**src/rtl/alarm_clock_pkg.sv**
```systemverilog
// Shared definitions for the alarm-clock control path: button-decoder state
// encodings and default hold/repeat timing for the 1 kHz time base.
package alarm_clock_pkg;

  // Button decoder states; S_IDLE must stay 0 so reset and "not held" agree.
  typedef enum logic [1:0] {
    S_IDLE  = 2'd0,
    S_SHORT = 2'd1,
    S_LONG  = 2'd2
  } btn_state_t;

  // 1 s to a long press and 200 ms between repeats at a 1 kHz tick.
  localparam int DEFAULT_LONG_PRESS_TICKS = 1000;
  localparam int DEFAULT_REPEAT_TICKS     = 200;
  localparam int DEFAULT_CNT_WIDTH        = 16;

endpackage

```
**src/rtl/button_press_decoder_edge_detect.sv**
```systemverilog
// Rise/fall detector built on one registered copy of the input level. The
// reset value of that register is a parameter so a level that is already
// high out of reset can be treated as "no edge" (buttons) or as a real edge
// (switch paths that want one).
module edge_detect #(
  parameter logic RESET_VAL = 1'b0
) (
  input  logic clk,
  input  logic rst,
  input  logic sig,
  output logic rise,
  output logic fall
);

  logic prev_d;
  logic prev_q;

  // Next value of the history register is simply the current level.
  always_comb begin
    prev_d = sig;
  end

  // History register holding last cycle's level.
  always_ff @(posedge clk) begin
    if (rst) begin
      prev_q <= RESET_VAL;
    end else begin
      prev_q <= prev_d;
    end
  end

  assign rise = sig & ~prev_q;
  assign fall = ~sig & prev_q;

endmodule

```
**src/rtl/button_press_decoder.sv**
```systemverilog
// Turns one debounced button level into single-cycle press, release,
// long-press and auto-repeat events plus a "held" level. Hold timing counts
// an external tick enable so one design serves every button.
module button_press_decoder
  import alarm_clock_pkg::*;
#(
  parameter int LONG_PRESS_TICKS = DEFAULT_LONG_PRESS_TICKS,
  parameter int REPEAT_TICKS     = DEFAULT_REPEAT_TICKS,
  parameter int CNT_WIDTH        = DEFAULT_CNT_WIDTH
) (
  input  logic i_Clk,
  input  logic i_Reset,
  input  logic i_Tick,
  input  logic i_Signal,
  output logic o_Press,
  output logic o_Release,
  output logic o_Long,
  output logic o_Repeat,
  output logic o_Held
);

  localparam logic [CNT_WIDTH-1:0] LONG_LAST   = CNT_WIDTH'(LONG_PRESS_TICKS - 1);
  localparam logic [CNT_WIDTH-1:0] REPEAT_LAST = CNT_WIDTH'(REPEAT_TICKS - 1);

  btn_state_t           state_d, state_q;
  logic [CNT_WIDTH-1:0] cnt_d, cnt_q;
  logic                 press_d, press_q;
  logic                 rel_d, rel_q;
  logic                 long_d, long_q;
  logic                 rpt_d, rpt_q;
  logic                 held_d, held_q;
  logic                 sig_rise;
  logic                 sig_fall;

  // History resets high so a button held through reset is not a press.
  // While in S_SHORT/S_LONG the level was high last cycle, so a fall there
  // is exactly "the level is now low".
  edge_detect #(
    .RESET_VAL (1'b1)
  ) u_edge (
    .clk  (i_Clk),
    .rst  (i_Reset),
    .sig  (i_Signal),
    .rise (sig_rise),
    .fall (sig_fall)
  );

  // Next-state, hold counter and event decode; release wins over any tick.
  always_comb begin
    state_d = state_q;
    cnt_d   = cnt_q;
    press_d = 1'b0;
    rel_d   = 1'b0;
    long_d  = 1'b0;
    rpt_d   = 1'b0;
    case (state_q)
      S_IDLE: begin
        if (sig_rise) begin
          press_d = 1'b1;
          cnt_d   = '0;
          state_d = S_SHORT;
        end
      end
      S_SHORT: begin
        if (sig_fall) begin
          rel_d   = 1'b1;
          state_d = S_IDLE;
        end else if (i_Tick) begin
          if (cnt_q == LONG_LAST) begin
            long_d  = 1'b1;
            cnt_d   = '0;
            state_d = S_LONG;
          end else begin
            cnt_d = cnt_q + 1'b1;
          end
        end
      end
      S_LONG: begin
        if (sig_fall) begin
          rel_d   = 1'b1;
          state_d = S_IDLE;
        end else if (i_Tick) begin
          if (cnt_q == REPEAT_LAST) begin
            rpt_d = 1'b1;
            cnt_d = '0;
          end else begin
            cnt_d = cnt_q + 1'b1;
          end
        end
      end
      default: begin
        state_d = S_IDLE;
        cnt_d   = '0;
      end
    endcase
    held_d = (state_d != S_IDLE);
  end

  // State, counter and registered event outputs.
  always_ff @(posedge i_Clk) begin
    if (i_Reset) begin
      state_q <= S_IDLE;
      cnt_q   <= '0;
      press_q <= 1'b0;
      rel_q   <= 1'b0;
      long_q  <= 1'b0;
      rpt_q   <= 1'b0;
      held_q  <= 1'b0;
    end else begin
      state_q <= state_d;
      cnt_q   <= cnt_d;
      press_q <= press_d;
      rel_q   <= rel_d;
      long_q  <= long_d;
      rpt_q   <= rpt_d;
      held_q  <= held_d;
    end
  end

  assign o_Press   = press_q;
  assign o_Release = rel_q;
  assign o_Long    = long_q;
  assign o_Repeat  = rpt_q;
  assign o_Held    = held_q;

endmodule

```
**config.mk**
```make
export PLATFORM = sky130hd
export DESIGN_NAME = button_press_decoder
export DESIGN_NICKNAME = d
export VERILOG_FILES = /design/src/rtl/alarm_clock_pkg.sv /design/src/rtl/button_press_decoder_edge_detect.sv /design/src/rtl/button_press_decoder.sv
export SDC_FILE = /design/constraint.sdc
export NUM_CORES = 1
export LEC_CHECK = 0
export ABC_AREA = 1
export ABC_CLOCK_PERIOD_IN_PS = 2600
export BUFFER_PORTS_ARGS = -buffer_cell sky130_fd_sc_hd__buf_2
export CORE_MARGIN = 2
export CORE_UTILIZATION = 50
export CTS_CLUSTER_DIAMETER = 60
export CTS_CLUSTER_SIZE = 12
export DETAILED_ROUTE_END_ITERATION = 7
export HOLD_SLACK_MARGIN = 0.05
export MAX_ROUTING_LAYER = met4
export PLACE_DENSITY_LB_ADDON = 0.05
export SKIP_CTS_REPAIR_TIMING = 1
export SYNTH_ARGS = -nofsm -noshare
export SYNTH_HDL_FRONTEND = slang
export SYNTH_SLANG_ARGS = --single-unit
export TNS_END_PERCENT = 100
```
**constraint.sdc**
```tcl
create_clock -name i_Clk -period 2.6 [get_ports i_Clk]
set_clock_uncertainty 0.2 [all_clocks]
set_input_delay 0.52 -clock i_Clk [delete_from_list [all_inputs] [get_ports i_Clk]]
set_output_delay 0.52 -clock i_Clk [all_outputs]
set_load 0.05 [all_outputs]
```
==> results.tsv, run 1 <==
stage	metric	value	unit
synthesis	yosysWarnings	0	
setup_path	critPathRequiredTime	2.61	ns
sta	tightest_slew	0.374	ns
sta	fmax	0.492	GHz
cts	clock-root-buffer	clkbuf_4	
outcome	outcome	completed	
synthesis	synth_area	1280	um2
sta	fin_crit	2.03	ns
floorplan	dieArea	2980	um2
pwr	power_frac_seq	0.636	
cts	clk_path_buf_depth	2	
drt	viasPerCell	5.16	
floorplan	rows	18	
drt	drt_iter0_drc	52	
pwr	powerDensity	434	nW/um2
sta	slew_headroom	0.750	
sta	maxSlewViolCount	0	
synthesis	synth_cells	188	
cells_and_area	fin_area	1360	um2
pwr	power.internal	443	uW
place	gp_congestion	0.873	
place	portBuffers	8	
grt	grt_start_max_net_pins	14	
pwr	finalPower	591	uW
setup_path	setup.worst_path.start_class	register	
grt	antenna_found_initial	0	
grt	grt_pass1_wl	4.35	mm
pwr	p_switching	148	uW
pwr	worst_ir_drop_vdd	0.308	mV
floorplan	die_y	54.6	um
setup_path	slowest_delay	0.40	ns
place	dp_hpwl	1.90	mm
setup_path	crit_slowest_cell	dfxtp_1	
min_path	holdCritPathClass	input pin to register	
cts	clk_pin_slew	0.12	ns
drt	ant_nets	0	
cts	cts_made_buffers	3	
sta	worst_slack	0.568	ns
sta	grt_setup_unrepaired	no	
cells_and_area	final_layout_size_suffix_gt1_frac	0.112	
drt	dr_total_vias	1171	
job	maxCapViolCount	0	
setup_path	worstSetupPathType	register to register	
synthesis	syn_area_per_cell	6.81	um2
setup_path	cp_cell_sequence	inv_1, ha_1, or2_0, nand2_2, nand2_4, inv_1, nand2_2, nand2_2, nor2_1	
setup_path	path_max_fanout	13	
pwr	clockPowerShare	0.273	
drt	drc_errors	0	
sta	hold_violations	0	
cts	cts_tree	built	
cells_and_area	fin_nets	208	
floorplan	initial_core_util	0.521	
floorplan	die_w	54.6	um
setup_path	cp.arrival	2.05	ns
sta	setup_viol	0	
drt	dr.pass1.iters	5	
grt	grt-ovfl-total	0	
grt	grt.total_usage	0.209	
synthesis	ys_seq_elements	24	
drt	routedWlPerCell	11.0	um
synthesis	ys_types	24	
cts	htree_num_levels	1	
place	dp_slack	0.587	ns
grt	grt_pass1_vias	1052	
floorplan	ios	9	
pwr	swShare	0.250	
synthesis	yosysSeqAreaShare	0.375	
sta	finalCritPeriodShare	0.782	
cts	clk_latency	0.31	ns
setup_path	crit_top_cell	nand2_2	
cells_and_area	diodes	0	
cts	clock-sinks	24	
floorplan	coreArea	2450	um2
synthesis	syn-num-nets	197	
drt	finalWirelength	2.50	mm
sta	final.setup.tns	0	ns
pwr	combPwrFrac	0.092	
place	place_area	1340	um2
setup_path	worstSetupEndpointType	register	
pwr	p_leak	0.618	nW
cells_and_area	areaGrowthSynthToFinish	6.55	%
cells_and_area	final_util	0.556	
## power groups by stage
stage          logic [mW]  registers (mW)  clock network [mW]
2_1_floorplan      0.0385           0.389                   0
3_3_place_gp       0.0541           0.384                   0
3_5_place_dp       0.0543           0.384                   0
4_1_cts            0.0546           0.376               0.168
5_1_grt            0.0614           0.377               0.180
6_report           0.0542           0.376               0.161
## stage by stage
stage	hold slack (ns)	std cells
after floorplan	0.228	188
after global placement	0.244	224
after detailed placement	0.251	224
after CTS	0.200	227
after global routing	0.211	227
final	0.208	227
## cell usage in the layout, fill, tap and decap left out, drive strengths merged
cell,netlist,routed
o21ai,7,7
dfxtp,24,24
or2,1,1
xnor2,3,3
a21oi,1,1
o21a,1,1
ha,5,5
buf,2,8
nand2,48,48
o22ai,3,3
nand3,14,14
nor4,1,1
xor2,3,3
nand4,4,4
nor2,37,37
nor3,5,5
mux2i,1,1
inv,28,28
clkbuf,0,3
## cell type report
type,count,area [um2]
Inverter,28,105
Tap cell,30,37.5
Timing Repair Buffer,8,40.0
Sequential cell,24,480
Multi-Input combinational cell,134,678
Clock buffer,3,22.5
Fill cell,245,1090
## flip-flops by register name (all words and copies together), names as in the netlist
signal,flops
o_Release,1
u_edge.prev_q,1
o_Repeat,1
cnt_q,16
state_q,2
o_Press,1
o_Held,1
o_Long,1
## metal layers
metal | track usage | wire (um) | vias to the layer above | part of all wire
met3 | 0.0246 | 175 | 7 | 0.070
li1 | - | - | 612 | -
met2 | 0.335 | 1110 | 49 | 0.44
met1 | 0.259 | 1160 | 503 | 0.47
met4 | 0.100 | 51 | 0 | 0.020
met5 | - | 0 | - | 0
## cell usage after synthesis (all sizes together)
master   n  share of area
a21oi    1         0.0039
buf      2          0.013
dfxtp   24           0.38
ha       5          0.049
inv     28          0.082
mux2i    1         0.0078
nand2   48           0.16
nand3   14          0.059
nand4    4          0.020
nor2    37           0.11
nor3     5          0.020
nor4     1         0.0049
o21a     1         0.0059
o21ai    7          0.027
o22ai    3          0.015
or2      1         0.0049
xnor2    3          0.021
xor2     3          0.021
## cells by family (layout without fill, tap and decap cells)
| family | after synthesis | in the layout | synth area share |
|---|---|---|---|
| xor gates and xnor gates | 6 | 6 | 0.0411 |
| adders and majority gates | 5 | 5 | 0.0489 |
| DFF | 24 | 24 | 0.375 |
| muxes | 1 | 1 | 0.00782 |
| AOI/OAI and AO/OA | 12 | 12 | 0.0518 |
| and+or+nand+nor | 110 | 110 | 0.380 |
| buffers and inverters | 30 | 39 | 0.0948 |
## final timing paths
kind              slack, ns          start         to  cells after the start
setup / recovery       0.57     state_q[0]  cnt_q[11]                      9
hold / removal         0.21        i_Reset     o_Long                      2
hold reg to reg        0.26  u_edge.prev_q  o_Release                      2
setup reg to reg       0.57     state_q[0]  cnt_q[11]                      9
## worst max-delay path: cells and delay by family (launching register included)
family	cells	cell delay, ns
and+or+nand+nor	6	0.85
DFF	1	0.40
adders and majority gates	1	0.24
buffers and inverters	2	0.24
Power figures use the tool's default switching activity.
==> inputs of run 2 (changes only) <==
--- a/config.mk
+++ b/config.mk
@@ -5,8 +5,8 @@
 export SDC_FILE = /design/constraint.sdc
 export NUM_CORES = 1
 export LEC_CHECK = 0
-export ABC_AREA = 1
-export ABC_CLOCK_PERIOD_IN_PS = 2600
+export ABC_AREA = 0
+export ABC_CLOCK_PERIOD_IN_PS = 2100
 export BUFFER_PORTS_ARGS = -buffer_cell sky130_fd_sc_hd__buf_2
 export CORE_MARGIN = 2
 export CORE_UTILIZATION = 50
==> constraint.sdc (replaced) <==
create_clock -name i_Clk -period 2.1 [get_ports i_Clk]
set_clock_uncertainty 0.2 [all_clocks]
set_input_delay 0.42 -clock i_Clk [delete_from_list [all_inputs] [get_ports i_Clk]]
set_output_delay 0.42 -clock i_Clk [all_outputs]
set_load 0.05 [all_outputs]
==> results.tsv, run 2 <==
stage	metric	value	unit	change
outcome	outcome	finished with violations		
outcome	violations	negative setup slack		
floorplan	die_w	55.1	um	+0.86%
cells_and_area	largest_reg_flops	16		unchanged
sta	slew_headroom	0.745		-0.00488
sta	hold_violations	0		unchanged
drt	dr_total_vias	1188		+1.5%
synthesis	synth_top_area_cell	dfxtp_1		
cells_and_area	diodes	0		unchanged
pwr	worst_ir_drop_vdd	0.390	mV	+27%
synthesis	async_flop_share	0		unchanged
floorplan	rows	18		unchanged
setup_path	crit_family	simple AND/OR/NAND/NOR gates		
drt	finalWirelength	3.14	mm	+26%
sta	maxSlewViolCount	0		unchanged
setup_path	critPathRequiredTime	2.17	ns	-0.44 ns
grt	antenna_found_initial	0		unchanged
cells_and_area	areaGrowthSynthToFinish	26.5	%	
synthesis	yosysWarnings	0		unchanged
setup_path	cp.arrival	2.22	ns	+0.17 ns
synthesis	synth.top_cell.area_share	0.369		-0.00684
setup_path	cp_cell_sequence	inv_1, ha_2, nor2_2, a21oi_2, buf_4, nand4bb_4, or4_1, a21oi_1		
cts	htree_num_levels	1		unchanged
job	maxCapViolCount	0		unchanged
cts	cts_tree	built		
grt	grt.total_usage	0.231		+0.0225
pwr	swShare	0.265		+0.0141
pwr	power.internal	616	uW	+39%
sta	finalCritPeriodShare	1.02		+0.241
pwr	p_switching	222	uW	+50%
cells_and_area	fin_nets	181		-13%
floorplan	die_y	55.1	um	+0.86%
min_path	holdCritPathClass	input pin to register		
synthesis	synth_edf_count	0		unchanged
sta	fmax	0.466	GHz	-5.4%
cells_and_area	final_cell_mix	20 x dfxtp_1, 20 x buf_4, 10 x nand2_1, 10 x nor2_1, 9 x nand3_1		
cts	clock-root-buffer	clkbuf_4		
floorplan	coreArea	2480	um2	+0.92%
drt	drt_iter0_drc	32		-38%
place	place_area	1510	um2	+12%
synthesis	syn-num-nets	154		-22%
sta	setup_viol	2		+2
grt	grt_pass1_wl	4.94	mm	+14%
grt	grt_start_max_net_pins	16		+2
drt	viasPerCell	5.91		+15%
sta	worst_slack	-0.0478	ns	-0.616 ns
synthesis	synthFlopType	dfxtp_1		
floorplan	initial_core_util	0.526		+0.00486
cts	clk_pin_slew	0.14	ns	+0.02 ns
synthesis	yosysMostFrequentCell	dfxtp_1		
synthesis	ys_types	42		+75%
synthesis	synth_area	1300	um2	+1.9%
pwr	powerDensity	508	nW/um2	+17%
grt	grt_pass1_vias	1098		+4.4%
synthesis	synth_cells	145		-23%
drt	drc_errors	0		unchanged
cts	clock-sinks	24		unchanged
pwr	power_frac_seq	0.553		-0.083
pwr	combPwrFrac	0.140		+0.048
setup_path	worstSetupPathType	register to register		
sta	whs	0.127	ns	-0.0808 ns
cells_and_area	reg_top3	cnt_q: 16 flops, state_q: 2 flops		
synthesis	synth_commonest_cells	24 x dfxtp_1, 11 x nor2_1, 10 x nand2_1		
synthesis	synthTopCellsByArea	dfxtp_1 37%, xnor2_1 5.4%, ha_1 4.8%, nand3_1 3.5%, nor2_1 3.2%		
cts	cts_made_buffers	3		unchanged
setup_path	cp_num_buf_inv	2		unchanged
grt	grt-ovfl-total	0		unchanged
drt	dr.pass1.iters	5		unchanged
cells_and_area	final_layout_size_suffix_gt1_frac	0.351		+0.239
cts	clk_latency	0.33	ns	+0.02 ns
sta	fin_crit	2.15	ns	+0.116 ns
sta	tightest_slew	0.379	ns	+0.00520 ns
place	gp_congestion	0.872		-0.14%
cells_and_area	regMostFlops	cnt_q		
place	dp_slack	-0.0662	ns	-0.653 ns
sta	grt_setup_unrepaired	yes		
cts	clk_path_buf_depth	2		unchanged
pwr	clockPowerShare	0.307		+0.034
setup_path	slowest_delay	0.48	ns	+0.08 ns
synthesis	yosysSeqAreaShare	0.369		-0.00684
setup_path	setup.worst_path.start_class	register		
pwr	p_leak	0.563	nW	-8.9%
sta	final.setup.tns	-0.0796	ns	-0.0796 ns
synthesis	syn_area_per_cell	8.99	um2	+32%
drt	ant_nets	0		unchanged
floorplan	ios	9		unchanged
cells_and_area	fin_area	1650	um2	+21%
place	dp_hpwl	2.20	mm	+16%
place	portBuffers	8		unchanged
synthesis	ys_seq_elements	24		unchanged
setup_path	path_max_fanout	5		-8
drt	routedWlPerCell	15.6	um	+42%
setup_path	worstSetupEndpointType	register		
floorplan	dieArea	3030	um2	+1.7%
setup_path	crit_slowest_cell	or4_1		
[run 2: cell count changes in the layout (fill, tap and decap cells not counted), sizes merged, moves of 4 or more]
cell / change
a31oi: +4
buf: +21
nor4b: +4
xnor2: +5
nand2: -38
a21oi: +6
nor2: -26
inv: -24
nor4: +6
nand3: -5
o21ai: -6
[run 2: path summary, 6_finish.rpt]
path,startpoint,end,slack (ns),depth (start not counted)
worst min-delay path,i_Signal,u_edge.prev_q,0.13,2
worst max register to register,state_q[0],cnt_q[15],-0.05,8
worst max-delay path,state_q[0],cnt_q[15],-0.05,8
worst min register to register,cnt_q[0],cnt_q[0],0.30,2
[run 2: area by class of cell]
class | instances | area [um2]
multi-input combinational | 110 | 862
fill | 218 | 828
sequential | 24 | 488
timing repair buffer | 29 | 210
tap | 30 | 37.5
clock buffer | 4 | 36.3
inverter | 4 | 15.0
[run 2: power groups by stage]
| stage | clock network [mW] | logic [mW] | registers (mW) |
|---|---|---|---|
| detailed placement | 0 | 0.102 | 0.474 |
| global route | 0.270 | 0.126 | 0.464 |
| global placement | 0 | 0.101 | 0.473 |
| CTS | 0.262 | 0.102 | 0.464 |
| floorplan | 0 | 0.0563 | 0.481 |
| finish | 0.257 | 0.117 | 0.463 |
[run 2: layer usage]
metal  GRT usage  routed length, um
met4      0.0854                 30
met2       0.379               1500
met1       0.295               1530
met3      0.0242                 88
met5           -                  0
[run 2: cells by family (layout without fill, tap and decap cells)]
group           count (synthesis)  after routing  share of synthesized area
compound gates                 23             24                      0.133
flops                          24             24                      0.369
fa+ha+maj                       5              5                     0.0480
buf+inv                        12             37                     0.0480
simple gates                   73             73                      0.348
xor+xnor                        8              8                     0.0537
[run 2: through the flow]
stage / utilization / total power [mW] / instances
2_1_floorplan: - / 0.537 / 145
3_3_place_gp: 0.608 / 0.574 / 195
3_5_place_dp: 0.608 / 0.575 / 195
4_1_cts: 0.622 / 0.828 / 199
5_1_grt: 0.666 / 0.860 / 201
6_report: 0.666 / 0.838 / 201
==> inputs of run 3 (changes only) <==
==> constraint.sdc (replaced) <==
create_clock -name i_Clk -period 2.1 [get_ports i_Clk]
set_clock_uncertainty 0.2 [all_clocks]
set_input_delay 0.315 -clock i_Clk [delete_from_list [all_inputs] [get_ports i_Clk]]
set_output_delay 0.315 -clock i_Clk [all_outputs]
set_load 0.05 [all_outputs]
==> results.tsv, run 3 (synthesis results as in run 2) <==
stage	metric	value	unit	change
outcome	outcome	completed		
setup_path	cp-startpoint	state_q[0]		
floorplan	ios	9		unchanged
job	maxCapViolCount	0		unchanged
floorplan	die_w	55.1	um	unchanged
cells_and_area	final_common_cell	dfxtp_1		
sta	slew_headroom	0.704		-0.0410
pwr	powerDensity	571	nW/um2	+12%
cells_and_area	final_cell_mix	19 x dfxtp_1, 15 x buf_4, 10 x nand2_1, 10 x nor2_1, 9 x nand3_1		
min_path	holdCritPathClass	input pin to register		
grt	grt_pass1_wl	4.84	mm	-2.0%
drt	viasPerCell	6.07		+2.7%
setup_path	crit_family	simple AND/OR/NAND/NOR gates		
drt	drc_errors	0		unchanged
cells_and_area	regMostFlops	cnt_q		
sta	fmax	0.484	GHz	+4.0%
drt	routedWlPerCell	15.7	um	+0.17%
place	dp_slack	0.000618	ns	+0.0669 ns
grt	grt_start_max_net_pins	16		unchanged
cells_and_area	final_util	0.644		-0.0212
cts	cts_made_buffers	3		unchanged
setup_path	setup.worst_path.start_class	register		
floorplan	rows	18		unchanged
sta	finalCritPeriodShare	0.984		-0.0393
setup_path	regToRegStartpoint	state_q[0]		
setup_path	path_max_fanout	9		+4
sta	fin_crit	2.07	ns	-0.0824 ns
cells_and_area	diodes	0		unchanged
setup_path	worstSetupPathType	register to register		
drt	finalWirelength	3.07	mm	-2.3%
cells_and_area	largest_reg_flops	16		unchanged
place	place_area	1450	um2	-3.8%
cts	clock-sinks	24		unchanged
floorplan	die_y	55.1	um	unchanged
cts	clk_latency	0.33	ns	about the same
sta	final.setup.tns	0	ns	+0.0796 ns
drt	dr.pass1.iters	4		-1
setup_path	cp.arrival	2.13	ns	-0.09 ns
drt	dr_total_vias	1190		+0.17%
setup_path	reg2reg_slack	0.03	ns	+0.08 ns
sta	maxSlewViolCount	0		unchanged
cells_and_area	fin_nets	176		-2.8%
floorplan	dieArea	3030	um2	unchanged
sta	worst_slack	0.0346	ns	+0.0824 ns
cts	htree_num_levels	1		unchanged
setup_path	cp_cell_sequence	inv_1, ha_2, nor2_4, a21oi_2, nand4bb_4, or4_1, a21oi_1		
sta	tightest_slew	0.438	ns	+0.0588 ns
setup_path	cp_num_buf_inv	1		-1
pwr	p_leak	0.545	nW	-3.2%
setup_path	slowest_delay	0.49	ns	about the same
sta	setup_viol	0		-2
cts	clk_pin_slew	0.14	ns	about the same
cts	clock-root-buffer	clkbuf_4		
sta	hold_violations	0		unchanged
sta	whs	0.0882	ns	-0.0392 ns
cells_and_area	final_layout_size_suffix_gt1_frac	0.301		-0.0497
drt	ant_nets	0		unchanged
floorplan	initial_core_util	0.526		unchanged
cts	cts_tree	built		
setup_path	crit_slowest_cell	or4_1		
pwr	worst_ir_drop_vdd	0.446	mV	+14%
cells_and_area	areaGrowthSynthToFinish	22.5	%	
min_path	hold_start	i_Tick		
place	dp_hpwl	2.17	mm	-1.4%
grt	grt.total_usage	0.231		about the same
cells_and_area	reg_top3	cnt_q: 16 flops, state_q: 2 flops		
setup_path	critPathRequiredTime	2.16	ns	about the same
place	gp_congestion	0.891		+2.2%
cells_and_area	fill_cells	237		+8.7%
setup_path	worstSetupEndpointType	register		
cells_and_area	fin_area	1600	um2	-3.2%
drt	drt_iter0_drc	17		-47%
grt	grt_pass1_vias	1042		-5.1%
grt	antenna_found_initial	0		unchanged
cts	clk_path_buf_depth	2		unchanged
floorplan	coreArea	2480	um2	unchanged
place	portBuffers	8		unchanged
grt	grt-ovfl-total	0		unchanged
## run 3: changes by cell type in the layout (fill, tap and decap cells not counted), sizes merged
| cell | change |
|---|---|
| buf | -6 |
| clkbuf | -1 |
| bufinv | +1 |
| dlygate4sd3 | +1 |
## run 3: cell type report
| type | count | area (um2) | area share |
|---|---|---|---|
| clock inverters | 1 | 30.0 | 0.0188 |
| clock buffers | 3 | 22.5 | 0.0141 |
| well taps | 30 | 37.5 | 0.0235 |
| inverters | 4 | 15.0 | 0.00940 |
| multi-input cells | 110 | 840 | 0.526 |
| flip-flops and latches | 24 | 489 | 0.306 |
| repair buffers | 24 | 163 | 0.102 |
## run 3: worst paths after layout
| check | endpoint | cells past startpoint |
|---|---|---|
| setup / recovery | cnt_q[15] | 7 |
| hold reg to reg | cnt_q[1] | 2 |
| setup reg to reg | cnt_q[15] | 7 |
| hold / removal | o_Repeat | 3 |
## run 3: per-layer routing
| layer | global-route usage | share of wire | vias up |
|---|---|---|---|
| met5 | - | 0 | - |
| met4 | 0.0732 | 0.014 | 0 |
| met3 | 0.0323 | 0.039 | 5 |
| met2 | 0.359 | 0.47 | 27 |
| met1 | 0.312 | 0.48 | 568 |
| li1 | - | - | 590 |
## run 3: per-stage QoR
step                      power (mW)  std cells
after floorplan                0.537        145
after global placement         0.564        189
after detailed placement       0.565        189
after CTS                      0.906        193
after global routing           0.947        196
final                          0.911        196
## run 3: tightest hold or removal path: stages
cell	delay (ns)
buf_2	0.12
nand2_1	0.10
nor4_1	0.06
## run 3: report_power, final
group | switching (mW) | total [mW] | internal [mW]
Combinational | 0.0646 | 0.109 | 0.0442
Sequential | 0.00301 | 0.463 | 0.460
Clock | 0.147 | 0.340 | 0.193
